$ cat src/rtl/ik_iter_ctrl_if.sv
// Host and solver handshake bundle for ik_iter_ctrl.
// The controller side uses master and the host/solver side uses slave.
interface ik_iter_ctrl_if #(
  parameter int W        = 36,
  parameter int N_JOINT  = 6,
  parameter int MAX_ITER = 64
);
  localparam int IW = $clog2(MAX_ITER + 1);

  logic                   start;
  logic                   abort;
  logic [N_JOINT*W-1:0]   theta_init;
  logic [N_JOINT*W-1:0]   target;
  logic                   ik_en;
  logic                   ik_done;
  logic [N_JOINT*W-1:0]   ik_dh_dyn_in;
  logic [N_JOINT*W-1:0]   ik_target;
  logic [N_JOINT*W-1:0]   ik_dh_dyn_out;
  logic [N_JOINT*W-1:0]   ik_delta;
  logic                   busy;
  logic                   result_valid;
  logic                   converged;
  logic                   error;
  logic [IW-1:0]          iter_count;
  logic [N_JOINT*W-1:0]   dh_result;

  modport master (
    input  start, abort, theta_init, target, ik_done, ik_dh_dyn_out, ik_delta,
    output ik_en, ik_dh_dyn_in, ik_target, busy, result_valid, converged, error,
           iter_count, dh_result
  );

  modport slave (
    output start, abort, theta_init, target, ik_done, ik_dh_dyn_out, ik_delta,
    input  ik_en, ik_dh_dyn_in, ik_target, busy, result_valid, converged, error,
           iter_count, dh_result
  );
endinterface

$ cat src/rtl/ik_iter_ctrl.sv
// Iteration sequencer for the ik_swift solver: relaunches solver passes until every
// joint delta is under THRESH, MAX_ITER passes have run, or the WAIT watchdog expires.
module ik_iter_ctrl #(
  parameter int           W        = 36,
  parameter int           N_JOINT  = 6,
  parameter int           MAX_ITER = 64,
  parameter logic [W-1:0] THRESH   = W'(66),
  parameter int           TIMEOUT  = 512
) (
  input logic            clk,
  input logic            rst,
  ik_iter_ctrl_if.master bus
);
  localparam int IW  = $clog2(MAX_ITER + 1);
  localparam int WDW = $clog2(TIMEOUT + 1);
  localparam int VW  = N_JOINT * W;

  typedef enum logic [2:0] {S_IDLE, S_LAUNCH, S_WAIT, S_CHECK, S_DONE} state_t;

  state_t          state, state_nxt;
  logic [VW-1:0]   dh_cur;
  logic [VW-1:0]   tgt_reg;
  logic [VW-1:0]   delta_reg;
  logic [VW-1:0]   dh_result;
  logic [IW-1:0]   iter_count;
  logic [WDW-1:0]  watchdog;
  logic            result_valid;
  logic            converged;
  logic            error;
  logic            all_conv;
  logic            wd_expired;
  logic            ik_en;
  logic            busy;

  // Magnitude with the most negative code clamped so it can never pass the threshold.
  function automatic logic [W-1:0] abs_sat(input logic signed [W-1:0] x);
    if (x == {1'b1, {(W-1){1'b0}}})
      return {1'b0, {(W-1){1'b1}}};
    else if (x < 0)
      return $unsigned(-x);
    else
      return $unsigned(x);
  endfunction

  always_comb begin
    all_conv = 1'b1;
    for (int j = 0; j < N_JOINT; j++)
      if (abs_sat($signed(delta_reg[j*W +: W])) >= THRESH) all_conv = 1'b0;
  end

  assign wd_expired = (watchdog == WDW'(TIMEOUT - 1));

  always_ff @(posedge clk or posedge rst) begin
    if (rst) state <= S_IDLE;
    else     state <= state_nxt;
  end

  // abort beats ik_done, and ik_done beats watchdog expiry.
  always_comb begin
    state_nxt = state;
    ik_en     = 1'b0;
    busy      = 1'b0;
    case (state)
      S_IDLE, S_DONE: begin
        if (bus.start) state_nxt = S_LAUNCH;
      end
      S_LAUNCH: begin
        ik_en     = 1'b1;
        busy      = 1'b1;
        state_nxt = bus.abort ? S_IDLE : S_WAIT;
      end
      S_WAIT: begin
        ik_en = 1'b1;
        busy  = 1'b1;
        if (bus.abort)        state_nxt = S_IDLE;
        else if (bus.ik_done) state_nxt = S_CHECK;
        else if (wd_expired)  state_nxt = S_DONE;
      end
      S_CHECK: begin
        busy = 1'b1;
        if (bus.abort)                         state_nxt = S_IDLE;
        else if (all_conv)                     state_nxt = S_DONE;
        else if (iter_count == IW'(MAX_ITER))  state_nxt = S_DONE;
        else                                   state_nxt = S_LAUNCH;
      end
      default: state_nxt = S_IDLE;
    endcase
  end

  always_ff @(posedge clk or posedge rst) begin
    if (rst) begin
      dh_cur       <= '0;
      tgt_reg      <= '0;
      delta_reg    <= '0;
      dh_result    <= '0;
      iter_count   <= '0;
      watchdog     <= '0;
      result_valid <= 1'b0;
      converged    <= 1'b0;
      error        <= 1'b0;
    end else begin
      case (state)
        S_IDLE, S_DONE: begin
          if (bus.start) begin
            dh_cur       <= bus.theta_init;
            tgt_reg      <= bus.target;
            iter_count   <= '0;
            result_valid <= 1'b0;
            converged    <= 1'b0;
            error        <= 1'b0;
          end
        end
        S_LAUNCH: begin
          if (bus.abort) begin
            result_valid <= 1'b0;
            converged    <= 1'b0;
            error        <= 1'b0;
          end else begin
            watchdog <= '0;
          end
        end
        S_WAIT: begin
          if (bus.abort) begin
            result_valid <= 1'b0;
            converged    <= 1'b0;
            error        <= 1'b0;
          end else if (bus.ik_done) begin
            dh_cur     <= bus.ik_dh_dyn_out;
            delta_reg  <= bus.ik_delta;
            iter_count <= iter_count + 1'b1;
          end else begin
            watchdog <= watchdog + 1'b1;
            if (wd_expired) begin
              error        <= 1'b1;
              result_valid <= 1'b1;
              dh_result    <= dh_cur;
            end
          end
        end
        S_CHECK: begin
          if (bus.abort) begin
            result_valid <= 1'b0;
            converged    <= 1'b0;
            error        <= 1'b0;
          end else if (all_conv) begin
            converged    <= 1'b1;
            result_valid <= 1'b1;
            dh_result    <= dh_cur;
          end else if (iter_count == IW'(MAX_ITER)) begin
            result_valid <= 1'b1;
            dh_result    <= dh_cur;
          end
        end
        default: ;
      endcase
    end
  end

  assign bus.ik_en        = ik_en;
  assign bus.busy         = busy;
  assign bus.ik_dh_dyn_in = dh_cur;
  assign bus.ik_target    = tgt_reg;
  assign bus.result_valid = result_valid;
  assign bus.converged    = converged;
  assign bus.error        = error;
  assign bus.iter_count   = iter_count;
  assign bus.dh_result    = dh_result;
endmodule

$ cat src/flat_wrapper.sv
// flat-port wrapper written by rule: the top's interface ports become plain ports
module ik_iter_ctrl_flat 
#(
  parameter int           W        = 36,
  parameter int           N_JOINT  = 6,
  parameter int           MAX_ITER = 64,
  parameter logic [W-1:0] THRESH   = W'(66),
  parameter int           TIMEOUT  = 512
)
  (clk, rst, bus_start, bus_abort, bus_theta_init, bus_target, bus_ik_done, bus_ik_dh_dyn_out, bus_ik_delta, bus_ik_en, bus_ik_dh_dyn_in, bus_ik_target, bus_busy, bus_result_valid, bus_converged, bus_error, bus_iter_count, bus_dh_result);
  ik_iter_ctrl_if #(.W(W), .N_JOINT(N_JOINT), .MAX_ITER(MAX_ITER)) bus_i ();
  input logic clk;
  input logic rst;
  input wire logic [$bits(bus_i.start)-1:0] bus_start;
  input wire logic [$bits(bus_i.abort)-1:0] bus_abort;
  input wire logic [$bits(bus_i.theta_init)-1:0] bus_theta_init;
  input wire logic [$bits(bus_i.target)-1:0] bus_target;
  input wire logic [$bits(bus_i.ik_done)-1:0] bus_ik_done;
  input wire logic [$bits(bus_i.ik_dh_dyn_out)-1:0] bus_ik_dh_dyn_out;
  input wire logic [$bits(bus_i.ik_delta)-1:0] bus_ik_delta;
  output wire logic [$bits(bus_i.ik_en)-1:0] bus_ik_en;
  output wire logic [$bits(bus_i.ik_dh_dyn_in)-1:0] bus_ik_dh_dyn_in;
  output wire logic [$bits(bus_i.ik_target)-1:0] bus_ik_target;
  output wire logic [$bits(bus_i.busy)-1:0] bus_busy;
  output wire logic [$bits(bus_i.result_valid)-1:0] bus_result_valid;
  output wire logic [$bits(bus_i.converged)-1:0] bus_converged;
  output wire logic [$bits(bus_i.error)-1:0] bus_error;
  output wire logic [$bits(bus_i.iter_count)-1:0] bus_iter_count;
  output wire logic [$bits(bus_i.dh_result)-1:0] bus_dh_result;
  assign bus_i.start = bus_start;
  assign bus_i.abort = bus_abort;
  assign bus_i.theta_init = bus_theta_init;
  assign bus_i.target = bus_target;
  assign bus_i.ik_done = bus_ik_done;
  assign bus_i.ik_dh_dyn_out = bus_ik_dh_dyn_out;
  assign bus_i.ik_delta = bus_ik_delta;
  assign bus_ik_en = bus_i.ik_en;
  assign bus_ik_dh_dyn_in = bus_i.ik_dh_dyn_in;
  assign bus_ik_target = bus_i.ik_target;
  assign bus_busy = bus_i.busy;
  assign bus_result_valid = bus_i.result_valid;
  assign bus_converged = bus_i.converged;
  assign bus_error = bus_i.error;
  assign bus_iter_count = bus_i.iter_count;
  assign bus_dh_result = bus_i.dh_result;
  ik_iter_ctrl #(.W(W), .N_JOINT(N_JOINT), .MAX_ITER(MAX_ITER), .THRESH(THRESH), .TIMEOUT(TIMEOUT)) u_core (.clk(clk), .rst(rst), .bus(bus_i));
endmodule
$ cat config.mk
export PLATFORM = sky130hd
export DESIGN_NAME = ik_iter_ctrl_flat
export DESIGN_NICKNAME = d
export VERILOG_FILES = /design/src/rtl/ik_iter_ctrl_if.sv /design/src/rtl/ik_iter_ctrl.sv /design/src/flat_wrapper.sv
export SDC_FILE = /design/constraint.sdc
export NUM_CORES = 2
export LEC_CHECK = 0
export CAP_MARGIN = 20
export CORE_AREA = 2 2 588 590
export CTS_CLUSTER_DIAMETER = 30
export DETAILED_ROUTE_END_ITERATION = 16
export DIE_AREA = 0 0 590 592
export GPL_TIMING_DRIVEN = 1
export HOLD_SLACK_MARGIN = 0.03
export PLACE_DENSITY = 0.3
export SETUP_SLACK_MARGIN = 0.3
export SKIP_CTS_REPAIR_TIMING = 1
export SLEW_MARGIN = 20
export SYNTH_ARGS = -nofsm -noshare
export SYNTH_HDL_FRONTEND = slang
export SYNTH_SLANG_ARGS = --single-unit
$ cat constraint.sdc
create_clock -name clk -period 57.8 [get_ports clk]
set_input_delay 14.45 -clock clk [delete_from_list [all_inputs] [get_ports clk]]
set_output_delay 14.45 -clock clk [all_outputs]
set_load 0.01 [all_outputs]
After elaboration in Yosys (flattened, before gate mapping)
Index checks and enable logic that the tools add are counted.
W data, S select, Z words.
- bits of input ports: 869
- ROM bits: 0
- bits in writable memories: 0
- memories kept: 0
- bits in registers: 887
- word-level logic and storage cells: 140
- output and inout port bits: 660
- bits in latches: 0
- reductions and logical operators: 20
- shifts and indexed selects: 0
- magnitude comparators: 12
- div/mod/pow operators: 0
- $mul: 0
- bitwise gates (word level): 1
- add/subtract/negate cells: 8
- mux-type cells: 61
- eq/ne operators: 28
- operators with widths (cell ; count):
    $mux W216 ; 9
    $pmux W216 S2 ; 2
    $mux W36 ; 12
    $eq A36 B36 Y1 const B ; 6
    $ge A36 B7 Y1 const B ; 6
    $lt A36 B1 Y1 const B ; 6
    $neg A36 Y36 ; 6
    $mux W10 ; 3
    $mux W3 ; 7
    $mux W7 ; 3
    $pmux W10 S2 ; 1
    $mux W1 ; 18
    $ne A2 B2 Y1 const B ; 7
    $pmux W7 S2 ; 1
    $pmux W3 S4 ; 1
    $reduce_and A4 Y1 ; 3
    $reduce_and A6 Y1 ; 2
    $add A10 B1 Y10 const B ; 1
    $eq A10 B9 Y1 const B ; 1
    $add A7 B1 Y7 const B ; 1
    $eq A7 B7 Y1 const B ; 1
    $eq A3 B2 Y1 const B ; 2
    $ne A2 B1 Y1 const B ; 3
    $ne A3 B2 Y1 const B ; 2
    other kinds (19) ; 26

Longest topological paths before layout
- depth in word-level cells: 13
- mapped depth: 16
- depth with buffers taken out: 12

Worst setup path after synthesis
Ideal clock, no wire load.
- path kind: input to register
- from: input bus_abort
- to: register u_core.dh_result[100], in the netlist u_core.bus.dh_result[100]
- slack: 41.285 ns
- stages on the path: 9
- data arrival time: 16.412 ns
- path buffers: 5
- library setup time: 0.104 ns
- required time: 57.696 ns
- cells stage by stage: clkbuf_1 -> nor2_1 -> o2111a_1 -> clkbuf_1 -> clkbuf_1 -> clkbuf_1 -> clkbuf_1 -> nand2_1 -> o311ai_1
- longest elaborated chain between the ends: 2
- elaborated cells on any way between the ends: 3
- those cells by class: 2 x eq/ne; 1 x reduce/logical
- RTL lines (element ; line ; source):
    start: declaration ; flat_wrapper.sv:15 ; input wire logic [$bits(bus_i.abort)-1:0] bus_abort;
    $ne A2 B2 Y1 (no line) ; n/a ;
    $reduce_and A6 Y1 (no line) (*) ; n/a ;
    end signal: assignment ; ik_iter_ctrl.sv:136 ; dh_result <= dh_cur;
    end signal: assignment ; ik_iter_ctrl.sv:148 ; dh_result <= dh_cur;
    end signal: assignment ; ik_iter_ctrl.sv:151 ; dh_result <= dh_cur;
    end: declaration ; ik_iter_ctrl.sv:24 ; logic [VW-1:0] dh_result;
Mark *: on every way between the ends. The rest lies on a longest branch, timed or not.
A chain may end at the register's enable or synchronous reset.

Worst setup path after layout
- from: input bus_abort
- to: register u_core.dh_cur[113], in the netlist u_core.bus.ik_dh_dyn_in[113]
- longest elaborated chain between the ends: 2
- RTL lines (element ; line ; source):
    $ne A2 B2 Y1 (no line) ; n/a ;
    $reduce_and A4 Y1 (no line) ; n/a ;
    end signal: assignment ; ik_iter_ctrl.sv:105 ; dh_cur <= bus.theta_init;
    end signal: assignment ; ik_iter_ctrl.sv:128 ; dh_cur <= bus.ik_dh_dyn_out;
    end: declaration ; ik_iter_ctrl.sv:21 ; logic [VW-1:0] dh_cur;
No other way between the ends.

==> flow_metrics.env <==
export IMPL_startpoint_type="input port"
export IMPL_fin_crit_ns=17.55
export IMPL_max_cap_violations=0
export IMPL_syn_num_nets=6604
export IMPL_r2r_start="u_core.delta_reg[180]$_DFFE_PP0P_"
export IMPL_synth_seq_area_share_pct=47.1
export IMPL_netlist_top_cells_area="dfrtp_1 47%, nand2_1 14%, nor2_1 4.6%"
export IMPL_wl_mm=317
export IMPL_synthCells=5726
export IMPL_cp_num_buf_inv=4
export IMPL_io_buffers=1528
export IMPL_peakVddDrop_uv=29.6
export IMPL_initialDrtViolationCount=3392
export IMPL_skew_ns=0.0529
export IMPL_crit_start="bus_abort"
export IMPL_die_width_um=590
export IMPL_cpMostUsedCell="nor2_1"
export IMPL_avgSynthCellArea_um2=8.23
export IMPL_ff2ff_path_depth=18
export IMPL_tightest_slew_ns=1.14
export IMPL_synthesis_area_mm2=0.0471
export IMPL_layout_drive_gt1_share_pct=8.68
export IMPL_grt_pass1_wl_mm=433
export IMPL_gp_congestion=0.883
export IMPL_nFillCells=37200
export IMPL_slowest_stage="a21oi_4"
export IMPL_ys_warn_count=0
export IMPL_cts_root_buf="clkbuf_16"
export IMPL_syn_to_final_growth_pct=67.3
export IMPL_hpwl_mm=240
export IMPL_worstPathCellList="clkdlybuf4s50_1 -> nor2_1 -> nand3_1 -> a21oi_4 -> buf_4 -> buf_4 -> buf_12 -> nor2_1 -> nor2_1"
export IMPL_ant_nets=0
export IMPL_antenna_found_initial=187
export IMPL_slew_headroom_pct=23.2
export IMPL_synth_largest_area_cell="dfrtp_1"
export IMPL_viasPerCell=4.32
export IMPL_p_per_area_mw_per_mm2=61.3
export IMPL_overflow=0
export IMPL_rsz0062_at_grt="no"
export IMPL_drtPass1Iterations=5
export IMPL_wl_per_cell_um=26.2
export IMPL_power_leakage_nw=32.0
export IMPL_cp_arrival_ns=18.34
export IMPL_vias=52200
export IMPL_dpl_worst_slack_ns=39.17
export IMPL_period_share_pct=30.4
export IMPL_synthDistinctLibCells=83
export IMPL_cp_max_fo=137
export IMPL_clk_pin_slew_ns=0.04
export IMPL_grt_max_degree=206
export IMPL_seq_area_mm2=0.0222
export IMPL_clock_tree_buffer_depth=4
export IMPL_fp_row_count=215
export IMPL_critPathCaptureType="flop"
export IMPL_cts_tree="yes"
export IMPL_hold_viol=0
export IMPL_grt_total_usage_pct=17.3
export IMPL_setup_ws_ns=40.25
export IMPL_status="completed"
export IMPL_yosys_cell_count_top_type="nand2_1"
export IMPL_cpPeakStageDelay_ns=0.58
export IMPL_synthArstFlopShare_pct=100
export IMPL_rrSetupSlack_ns=49.25
export IMPL_slew_violations=0
export IMPL_synth_enable_flop_cells=0
export IMPL_cts_sinks=887
export IMPL_crit_cells=9
export IMPL_setup_tns_final_ns=0
export IMPL_hp_class="flop to flop"
export IMPL_dieArea_mm2=0.349
export IMPL_chipHeight_um=592
export IMPL_clk_latency_ns=0.90
export IMPL_core_area_mm2=0.342
export IMPL_grt_pass1_vias=52100
export IMPL_htreeDepth=5
export IMPL_required_ns=58.59
export IMPL_worst_setup_path_type="input port to flop"
export IMPL_ys_seq_elements=887
export IMPL_multi_input_area_mm2=0.0230
export IMPL_yosysTopAreaCellShare_pct=47.1
export IMPL_remaining_drc_errors=0
export IMPL_synthTopCellsByCount="1732 x nand2_1, 887 x dfrtp_1, 578 x nor2_1"
export IMPL_setup_worst_path_end="u_core.bus.ik_dh_dyn_in[113]$_DFFE_PP0P_"
export IMPL_r2r_end="u_core.bus.dh_result[1]$_DFFE_PP0P_"
export IMPL_numCtsBuffers=354
export IMPL_max_freq_mhz=57.0
export IMPL_setup_viol=0
export IMPL_nets=8093
export IMPL_path_delay_family="buffers and inverters"
export IMPL_ios=1529
export IMPL_synth_flop_cell="dfrtp_1"
export IMPL_initial_core_util_pct=13.8
==> worst min path at each step <==
stage	endpoint	cells after the start	slack, ns	startpoint
after floorplan	u_core.watchdog[1]$_DFFE_PP0P_	2	0.46	u_core.watchdog[1]$_DFFE_PP0P_
after global placement	u_core.bus.ik_target[152]$_DFFE_PP0P_	2	0.46	u_core.bus.ik_target[152]$_DFFE_PP0P_
after detailed placement	u_core.bus.ik_target[125]$_DFFE_PP0P_	2	0.46	u_core.bus.ik_target[125]$_DFFE_PP0P_
after CTS	u_core.bus.ik_target[125]$_DFFE_PP0P_	2	0.47	u_core.bus.ik_target[125]$_DFFE_PP0P_
after global routing	u_core.bus.ik_target[0]$_DFFE_PP0P_	2	0.49	u_core.bus.ik_target[0]$_DFFE_PP0P_
final	u_core.bus.ik_target[120]$_DFFE_PP0P_	2	0.47	u_core.bus.ik_target[120]$_DFFE_PP0P_
==> where the power goes <==
| group | leakage (nW) | total (mW) | switching, mW | internal, mW |
|---|---|---|---|---|
| clock network | 5.74 | 1.82 | 0.533 | 1.29 |
| registers | 9.99 | 1.25 | 0.366 | 0.886 |
| logic | 16.3 | 1.76 | 1.00 | 0.755 |
| total | 32.0 | 4.84 | 1.90 | 2.93 |
==> cell usage in the layout (no fill, tap or decap), types with 44 or more instances in the layout <==
| cell | count |
|---|---|
| nand2_1 | 1731 |
| clkdlybuf4s50_1 | 1528 |
| dfrtp_1 | 887 |
| nor2_1 | 578 |
| clkbuf_16 | 360 |
| and3_1 | 232 |
| o22ai_1 | 228 |
| and2_1 | 227 |
| a221oi_1 | 218 |
| o311ai_1 | 216 |
| clkbuf_1 | 107 |
| nor4_1 | 95 |
| o21ai_0 | 91 |
| nor3_1 | 91 |
| clkbuf_8 | 87 |
| buf_4 | 72 |
| nand4_1 | 51 |
| or4_1 | 46 |
| nand3_1 | 45 |
| clkinv_2 | 45 |
| inv_1 | 44 |
==> cell type report <==
| cell class | instances | area share, % |
|---|---|---|
| multi-input cells | 4316 | 29.1 |
| flip-flops and latches | 887 | 28.1 |
| repair buffers | 1609 | 20.3 |
| clock buffers | 554 | 13.4 |
| well taps | 4557 | 7.23 |
| clock inverters | 79 | 1.37 |
| inverters | 47 | 0.233 |
| diodes | 38 | 0.121 |
==> metal layers <==
metal  up-vias  share of wire (%)  routed length, um  track usage [%]
met2      2172                 49             155000             29.8
li1      23500                  -                  -                -
met4        32                3.8              11900             6.29
met3       683                6.9              21800             4.49
met1     25800                 41             128000             20.7
met5         -              0.065                207                0
==> stage by stage <==
step,power [mW],cell area (um^2),util (%),instances,hold slack (ns)
6_report,4.84,78900,23.0,12100,0.468
2_1_floorplan,1.99,47100,-,5726,0.465
3_5_place_dp,3.03,67000,19.6,11400,0.461
3_3_place_gp,3.02,67000,19.6,11400,0.458
4_1_cts,4.90,78700,23.0,12000,0.471
5_1_grt,5.12,78900,23.0,12100,0.486
==> worst reg2reg max path: stages, from the launching register on <==
cell       delay [ns]
dfrtp_1          0.39
inv_1            0.09
ha_1             0.25
or4b_2           0.74
a2111oi_0        0.44
a21o_1           0.13
a41oi_1          0.13
nor3_1           0.72
a211oi_1         0.24
and4_1           0.25
nand4_1          0.07
buf_4            0.45
buf_4            0.76
buf_4            0.65
buf_4            0.85
buf_4            0.82
buf_4            1.00
a221oi_1         0.29
o311ai_1         0.14
==> kinds of logic (layout without fill, tap and decap cells) <==
group | Yosys count | after routing | synth area share [%]
XOR/XNOR | 49 | 49 | 0.910
adder cells (fa/ha/maj) | 9 | 9 | 0.239
AND/OR/NAND/NOR | 3231 | 3231 | 30.7
other | 0 | 38 | 0
flip-flops | 887 | 887 | 47.1
multiplexers | 28 | 28 | 0.605
buffers and inverters | 523 | 2289 | 4.33
AO/OA/AOI/OAI | 999 | 999 | 16.1
No activity file was read; power rests on OpenSTA's default activity.
